[src/rtl/control_sequencer.sv]
// rtl/control_sequencer.sv - hardwired Moore control unit for the single-bus datapath
//
// Purpose: steps RST -> T0..T7 (-> HALT) from the IR opcode and drives every
//   datapath strobe, the memory Read/Write strobes and the ALU opcode.
// Ports:
//   clk, clr (sync active-high reset), ir[31:0] (opcode = ir[31:27]),
//   con_ff (branch condition), mem_ready (memory handshake, wait builds only)
//   datapath strobes: PCout PCin incPC MARin MDRin MDRout IRin Yin Zin
//                     ZLowOut ZHighOut HIin LOin
//   register select:  Gra Grb Grc Rin Rout BAout Cout CONin
//   memory:           Read Write
//   alu_op[4:0], run (high while executing, low in RST and HALT)
// Configuration macro: CU_MEM_WAIT_EN -- fetch T1, ld T6 and st T7 hold until
//   mem_ready=1. Undefined: mem_ready is ignored and memory is single-cycle.

module control_sequencer #(
  parameter logic [4:0] ALU_ADD = 5'b00011,
  parameter logic [4:0] ALU_AND = 5'b00101,
  parameter logic [4:0] ALU_OR  = 5'b00110
) (
  input  logic        clk,
  input  logic        clr,
  input  logic [31:0] ir,
  input  logic        con_ff,
  input  logic        mem_ready,
  output logic        PCout,
  output logic        PCin,
  output logic        incPC,
  output logic        MARin,
  output logic        MDRin,
  output logic        MDRout,
  output logic        IRin,
  output logic        Yin,
  output logic        Zin,
  output logic        ZLowOut,
  output logic        ZHighOut,
  output logic        HIin,
  output logic        LOin,
  output logic        Gra,
  output logic        Grb,
  output logic        Grc,
  output logic        Rin,
  output logic        Rout,
  output logic        BAout,
  output logic        Cout,
  output logic        CONin,
  output logic        Read,
  output logic        Write,
  output logic [4:0]  alu_op,
  output logic        run
);

  typedef enum logic [3:0] {
    S_RST, S_T0, S_T1, S_T2, S_T3, S_T4, S_T5, S_T6, S_T7, S_HALT
  } state_e;

  state_e state_q, state_d;

  logic [4:0] opcode;
  assign opcode = ir[31:27];

  // Only the opcode field steers sequencing; register fields go to the datapath.
  logic [26:0] unused_ir;
  assign unused_ir = ir[26:0];

  logic is_ld, is_ldi, is_st, is_alu, is_imm, is_muldiv, is_br, is_halt;
  assign is_ld     = (opcode == 5'b00000);
  assign is_ldi    = (opcode == 5'b00001);
  assign is_st     = (opcode == 5'b00010);
  assign is_alu    = (opcode >= 5'b00011) && (opcode <= 5'b01011);
  assign is_imm    = (opcode >= 5'b01100) && (opcode <= 5'b01110);
  assign is_muldiv = (opcode == 5'b01111) || (opcode == 5'b10000);
  assign is_br     = (opcode == 5'b10011);
  assign is_halt   = (opcode == 5'b11011);

  logic is_nop;
  assign is_nop = !(is_ld || is_ldi || is_st || is_alu || is_imm ||
                    is_muldiv || is_br || is_halt);

  // mem_ok gates the memory steps; without wait support it is always true.
  logic mem_ok;
`ifdef CU_MEM_WAIT_EN
  assign mem_ok = mem_ready;
`else
  logic unused_mem_ready;
  assign unused_mem_ready = mem_ready;
  assign mem_ok = 1'b1;
`endif

  logic [4:0] imm_op;
  always_comb begin
    imm_op = ALU_ADD;
    if (opcode == 5'b01101) imm_op = ALU_AND;
    else if (opcode == 5'b01110) imm_op = ALU_OR;
  end

  // State register: clr wins over everything, including a memory hold.
  always_ff @(posedge clk) begin
    if (clr) state_q <= S_RST;
    else     state_q <= state_d;
  end

  // Next-state logic
  always_comb begin
    state_d = state_q;
    case (state_q)
      S_RST:  state_d = S_T0;
      S_T0:   state_d = S_T1;
      S_T1:   if (mem_ok) state_d = S_T2;
      S_T2:   state_d = S_T3;
      S_T3: begin
        if (is_halt)     state_d = S_HALT;
        else if (is_nop) state_d = S_T0;
        else             state_d = S_T4;
      end
      S_T4:   state_d = S_T5;
      S_T5: begin
        if (is_alu || is_imm || is_ldi) state_d = S_T0;
        else                            state_d = S_T6;
      end
      S_T6: begin
        if (is_ld) begin
          if (mem_ok) state_d = S_T7;
        end else if (is_st) begin
          state_d = S_T7;
        end else begin
          state_d = S_T0;
        end
      end
      S_T7: begin
        if (is_st) begin
          if (mem_ok) state_d = S_T0;
        end else begin
          state_d = S_T0;
        end
      end
      S_HALT: state_d = S_HALT;
      default: state_d = S_RST;
    endcase
  end

  // Output decode from registered state and ir
  always_comb begin
    PCout = 1'b0; PCin = 1'b0; incPC = 1'b0; MARin = 1'b0; MDRin = 1'b0;
    MDRout = 1'b0; IRin = 1'b0; Yin = 1'b0; Zin = 1'b0; ZLowOut = 1'b0;
    ZHighOut = 1'b0; HIin = 1'b0; LOin = 1'b0;
    Gra = 1'b0; Grb = 1'b0; Grc = 1'b0; Rin = 1'b0; Rout = 1'b0;
    BAout = 1'b0; Cout = 1'b0; CONin = 1'b0;
    Read = 1'b0; Write = 1'b0;
    alu_op = 5'b00000;
    run = (state_q != S_RST) && (state_q != S_HALT);
    case (state_q)
      S_T0: begin PCout = 1'b1; MARin = 1'b1; incPC = 1'b1; Zin = 1'b1; end
      S_T1: begin ZLowOut = 1'b1; PCin = 1'b1; Read = 1'b1; MDRin = 1'b1; end
      S_T2: begin MDRout = 1'b1; IRin = 1'b1; end
      S_T3: begin
        if (is_alu || is_imm) begin
          Grb = 1'b1; Rout = 1'b1; Yin = 1'b1;
        end else if (is_muldiv) begin
          Gra = 1'b1; Rout = 1'b1; Yin = 1'b1;
        end else if (is_ld || is_ldi || is_st) begin
          Grb = 1'b1; BAout = 1'b1; Yin = 1'b1;
        end else if (is_br) begin
          Gra = 1'b1; Rout = 1'b1; CONin = 1'b1;
        end
      end
      S_T4: begin
        if (is_alu) begin
          Grc = 1'b1; Rout = 1'b1; Zin = 1'b1; alu_op = opcode;
        end else if (is_imm) begin
          Cout = 1'b1; Zin = 1'b1; alu_op = imm_op;
        end else if (is_muldiv) begin
          Grb = 1'b1; Rout = 1'b1; Zin = 1'b1; alu_op = opcode;
        end else if (is_ld || is_ldi || is_st) begin
          Cout = 1'b1; Zin = 1'b1; alu_op = ALU_ADD;
        end else if (is_br) begin
          PCout = 1'b1; Yin = 1'b1;
        end
      end
      S_T5: begin
        if (is_alu || is_imm || is_ldi) begin
          ZLowOut = 1'b1; Gra = 1'b1; Rin = 1'b1;
        end else if (is_muldiv) begin
          ZLowOut = 1'b1; LOin = 1'b1;
        end else if (is_ld || is_st) begin
          ZLowOut = 1'b1; MARin = 1'b1;
        end else if (is_br) begin
          Cout = 1'b1; Zin = 1'b1; alu_op = ALU_ADD;
        end
      end
      S_T6: begin
        if (is_muldiv) begin
          ZHighOut = 1'b1; HIin = 1'b1;
        end else if (is_ld) begin
          Read = 1'b1; MDRin = 1'b1;
        end else if (is_st) begin
          Gra = 1'b1; Rout = 1'b1; MDRin = 1'b1;
        end else if (is_br) begin
          // Branch target is always on the bus; only the PC load is conditional.
          ZLowOut = 1'b1; PCin = con_ff;
        end
      end
      S_T7: begin
        if (is_ld) begin
          MDRout = 1'b1; Gra = 1'b1; Rin = 1'b1;
        end else if (is_st) begin
          Write = 1'b1;
        end
      end
      default: ;
    endcase
  end

endmodule

[config.mk]
export PLATFORM = sky130hd
export DESIGN_NAME = control_sequencer
export DESIGN_NICKNAME = d
export VERILOG_FILES = /design/src/rtl/control_sequencer.sv
export SDC_FILE = /design/constraint.sdc
export NUM_CORES = 1
export LEC_CHECK = 0
export ABC_AREA = 1
export CELL_PAD_IN_SITES_DETAIL_PLACEMENT = 0
export CELL_PAD_IN_SITES_GLOBAL_PLACEMENT = 1
export CORE_AREA = 4 4 67 69
export CTS_CLUSTER_SIZE = 12
export DETAILED_ROUTE_END_ITERATION = 10
export DIE_AREA = 0 0 71 73
export PLACE_DENSITY = 0.8
export SYNTH_ARGS = -nofsm -noshare
export SYNTH_HDL_FRONTEND = slang
export SYNTH_SLANG_ARGS = --single-unit
[constraint.sdc]
create_clock -name clk -period 3.57 [get_ports clk]
set_input_delay 0.5355 -clock clk [delete_from_list [all_inputs] [get_ports clk]]
set_output_delay 0.5355 -clock clk [all_outputs]
set_load 0.02 [all_outputs]
**Yosys cells after proc, flatten, opt, wreduce, memory -nomap -nowiden**

Index checks and enable logic that the tools add are counted.

- Word-level logic and storage cells: 128
- Flip-flop bits (word level): 4
- Bits in latches: 0
- Output and inout port bits: 29
- Memories kept: 0
- Bits of input ports: 36
- Memory bits (writable): 0
- Memory bits (read-only): 0

- Shifts and indexed selects: 0
- Magnitude comparators: 4
- Eq/ne operators: 18
- Reductions and logical operators: 18
- Multiply operators: 0
- Multiplexer cells: 87
- Bitwise gates (word level): 0
- $add $sub $neg: 0
- Divide/modulo/power cells: 0

Operator list:

| operator | number |
|---|---|
| 1-bit two-way mux | 56 |
| 4-bit case mux with 9 select lines | 1 |
| 5-bit two-way mux | 4 |
| 1-bit case mux with 2 select lines | 10 |
| 4-bit by 3-bit == test with 1-bit output (second input constant) | 4 |
| 5-bit by 4-bit == test with 1-bit output (second input constant) | 3 |
| 5-bit == test (second input constant) | 3 |
| 4-bit two-way mux | 3 |
| 1-bit logical OR | 11 |
| 5-bit by 4-bit less-or-equal comparator with 1-bit output (second input constant) | 2 |
| 2-bit two-way mux | 5 |
| 5-bit case mux with 2 select lines | 1 |
| 3-bit two-way mux | 3 |
| 1-bit case mux with 3 select lines | 3 |
| 4-bit by 2-bit == test with 1-bit output (second input constant) | 2 |
| 4-bit == test (second input constant) | 2 |
| 5-bit by 1-bit == test with 1-bit output (second input constant) | 1 |
| 5-bit by 2-bit == test with 1-bit output (second input constant) | 1 |
| 5-bit by 2-bit greater-or-equal comparator with 1-bit output (second input constant) | 1 |
| 5-bit by 4-bit greater-or-equal comparator with 1-bit output (second input constant) | 1 |
| 5-bit zero test | 1 |
| 4-bit by 1-bit == test with 1-bit output (second input constant) | 1 |
| 4-bit zero test | 1 |
| 4-bit inequality test (second input constant) | 1 |
| 4 further kinds | 6 |

**Longest topological paths before layout**

Gate-level depths: netlist of run 1.

- Word-level depth: 11
- Gate-level depth with buffers: 9
- Mapped depth without buffers: 8

**Worst setup path after synthesis of run 1**

OpenSTA, ideal clock, no wires.

- Path type: input to output
- From: in ir[28]
- To: out ZHighOut
- Cell stages on the path: 7
- Data required time: 3,034 ps
- Arrival time: 1,741 ps
- Path slack: 1,294 ps
- Buffers on the path: 3
- Cell sequence: buf_2 -> nor2_1 -> nand3_1 -> and2_4 -> buf_6 -> nor2_1 -> buf_4

- Word-level cells in the longest chain between the ends: 4
- Elaborated cells on any way between the ends: 5
- Classes of those cells: 2 x eq/ne; 2 x mux; 1 x reduce/logical

Ends and longest elaborated chain:

| element | RTL line | source |
|---|---|---|
| start: declaration | 23 | `input logic [31:0] ir,` |
| 5-bit by 4-bit == test with 1-bit output or 5-bit == test (tied branches) | 72 | `assign is_muldiv = (opcode == 5'b01111) \|\| (opcode == 5'b10000);` |
| 1-bit logical OR * | 72 |  |
| 1-bit two-way mux * (2 in a row) | n/a |  |
| end: declaration | 36 | `output logic ZHighOut,` |

Mark *: on every way between the ends. The rest lies on a longest branch, timed or not.

**Worst setup path after layout of run 1**

- From: in ir[28]
- To: out Zin

- Word-level cells in the longest chain between the ends: 8
- Elaborated cells on any way between the ends: 27
- Classes of those cells: 4 x order compare; 5 x eq/ne; 9 x mux; 9 x reduce/logical

Ends and longest elaborated chain:

| element | RTL line | source |
|---|---|---|
| 5-bit by 1-bit == test with 1-bit output or 5-bit zero test (tied branches) | 68, 67 |  |
| 1-bit logical OR (2 in a row) | 174 | `end else if (is_ld \|\| is_ldi \|\| is_st) begin` |
| 1-bit two-way mux | 174 |  |
| 1-bit two-way mux | 172 | `end else if (is_muldiv) begin` |
| 1-bit two-way mux | 170 | `end else if (is_imm) begin` |
| 1-bit two-way mux | 168 | `if (is_alu) begin` |
| 1-bit case mux with 3 select lines * | 152 | `case (state_q)` |
| end: declaration | 34 | `output logic Zin,` |

Marked as above.

==> results of run 1 <==
-- worst min-delay path by stage --
stage / startpoint / end / cells after the start
6_report: state_q[3]$_SDFF_PP0_ / state_q[0]$_SDFF_PP0_ / 2
5_1_grt: state_q[3]$_SDFF_PP0_ / state_q[0]$_SDFF_PP0_ / 2
4_1_cts: state_q[3]$_SDFF_PP0_ / state_q[0]$_SDFF_PP0_ / 2
3_5_place_dp: state_q[3]$_SDFF_PP0_ / state_q[0]$_SDFF_PP0_ / 2
3_3_place_gp: state_q[3]$_SDFF_PP0_ / state_q[0]$_SDFF_PP0_ / 2
2_1_floorplan: state_q[3]$_SDFF_PP0_ / state_q[0]$_SDFF_PP0_ / 2
-- Yosys cell counts, types with 3 or more instances --
cell / n / share of area [%]
a21oi_1: 3 / 2.0
inv_1: 16 / 7.9
nor3_1: 3 / 2.0
nand3_2: 3 / 3.9
nand3_1: 14 / 9.2
nor2_1: 20 / 9.8
nand2_4: 4 / 5.9
nand2_2: 4 / 3.3
nand2_1: 33 / 16
dfxtp_1: 4 / 10
inv_2: 5 / 2.5
-- power groups by stage --
stage	registers, mW	clock network [mW]	logic (mW)
floorplan	0.0499	0	0.0651
global placement	0.0505	0	0.110
detailed placement	0.0504	0	0.109
CTS	0.0498	0.0956	0.109
global route	0.0503	0.0978	0.119
finish	0.0499	0.0929	0.108
-- final cells by class --
cell class,count,area [µm²]
fillers,456,2710
multi-input cells,107,576
repair buffers,37,368
flip-flops and latches,4,80.1
inverters,21,78.8
well taps,50,62.6
clock buffers,3,41.3
-- logic make-up after synthesis --
family | synth area share [%]
AOI/OAI and AO/OA | 14.4
and+or+nand+nor | 61.0
DFF | 10.5
buffers and inverters | 14.1
-- per-stage QoR --
stage                     utilization (%)  cells
final                                30.8    222
after floorplan                         -    136
after detailed placement             29.8    219
after global routing                 30.8    222
after CTS                            30.8    222
after global placement               29.8    219
-- per-layer routing --
metal  routed length, µm  GRT usage [%]  part of all wire (%)  up-vias
li1                    -              -                     -      516
met5                   0              0                     0        -
met2                1330           18.9                    54       23
met4                   0           2.51                     0        0
met1                1040           10.9                    42      443
met3                 101           1.52                   4.1        0
-- critical path, stage by stage --
cell and delay [ns]:
clkdlybuf4s50_1 0.63, nand2_2 0.14, inv_2 0.10, nand3_2 0.13
inv_1 0.13, nand2_1 0.13, nand3_1 0.13, clkdlybuf4s50_1 0.61
==> flow_summary.yaml, run 1 <==
status:
  outcome: "finished, final reports clean"
timing:
  fin_setup_tns_ns: 0
  fin_crit_sh_pct: 85.9
  period_needed_ns: 3.07
  timing.fmax_mhz: 326
  setup_viol: 0
  rsz0062_at_grt: "false"
  layout_setup_ws_ns: 0.504
  finalClockSkew_ns: 0.00183
  final_hold_viol_count: 0
  hold_slack_ns: 0.635
  maxSlewHeadroom_pct: 70.6
  worst_slew_pin_slew_ns: 0.439
  maxSlewViolCount: 0
die:
  core_um2: 3910
  die_w_um: 71
  pin_count: 65
  initial_core_util_pct: 19.5
  rows: 23
  dieArea_um2: 5180
  die_h_um: 73
power_and_ir_drop:
  p_int_mw: 0.164
  p_sw_share_pct: 34.6
  peakVddDrop_mv: 0.150
  leakage_nw: 0.540
  power_frac_seq_pct: 19.9
  clkPwrFrac_pct: 37.1
  p_sw_mw: 0.0866
  powerDensity_nw_per_um2: 208
  power.total_mw: 0.251
  p_comb_share_pct: 43.0
clocking:
  ctsResizeCount: 0
  cts_num_sinks: 4
  cts_buffers: 3
  path_clk_slew_ns: 0.03
  htreeDepth: 1
  clk_latency_ns: 0.21
  clockRootBuffer: "clkbuf_8"
  hold_buffers: 0
  cts_buffer_depth: 2
  cts_setup_buffers: 0
  cts_tree: "done"
placement:
  gp_congestion: 0.784
  dp_hpwl_um: 2110
  placed_area_um2: 1160
  dpl_worst_slack_ns: 0.481
  io_buffer_count: 36
critical_path:
  rr_startpoint: "state_q[3]$_SDFF_PP0_"
  required_ns: 3.03
  startpoint_type: "primary input"
  cp_max_fo: 8
  endpoint: "Zin"
  crit_type: "primary input to primary output"
  reg2reg_slack_ns: 2.27
  arrival_ns: 2.53
  r2r_end: "state_q[3]$_SDFF_PP0_"
  ff2ff_path_depth: 7
  cp-startpoint: "ir[28]"
  endpoint_kind: "primary output"
logic_synthesis:
  synth_cell_type_count: 30
  yosys_most_used_dff: "dfxtp_1"
  syn_inst: 136
  yosys_warnings: 0
  synth_nets: 172
  synth_edf_count: 0
  yosysSeqAreaShare_pct: 10.5
  async_flop_share_pct: 0
  synth-seq-cells: 4
  netlist_area_um2: 763
  syn_area_per_cell_um2: 5.61
global_routing:
  grt_pass1_vias: 935
  gr-total-overflow: 0
  grt_max_degree: 11
  grt_pass1_wl_um: 4100
  antenna_found_initial: 0
  grt_usage_pct: 9.73
route:
  drt-pass1-iter-count: 4
  ant_nets: 0
  wl_per_cell_um: 11.1
  vias: 982
  drc: 0
  wl_um: 2470
  drt_iter0_drc: 28
  vias_per_cell: 4.42
final_layout:
  drive_above_1_share_pct: 15.7
  final_cell_mix: "36 x clkdlybuf4s50_1, 33 x nand2_1, 20 x nor2_1"
  nets: 210
  syn2layout_area_growth_pct: 58.0
  reg_top3: "state_q: 4 flops"
  diodes: 0
  layout_commonest_cell: "clkdlybuf4s50_1"
  largest_reg_flops: 4
  regMostFlops: "state_q"
  stdcell_area_um2: 1210
hold_path:
  worstHoldPathType: "flop to flop"
flow_run:
  max_cap_violations: 0
Power figures use the tool's default switching activity.
==> run 2: changes to the inputs <==
GPL_TIMING_DRIVEN = 1   (was not set)
TNS_END_PERCENT = 5   (was not set)
==> results of run 2 <==
Final layout, timing and power as in run 1 (identical DEF).
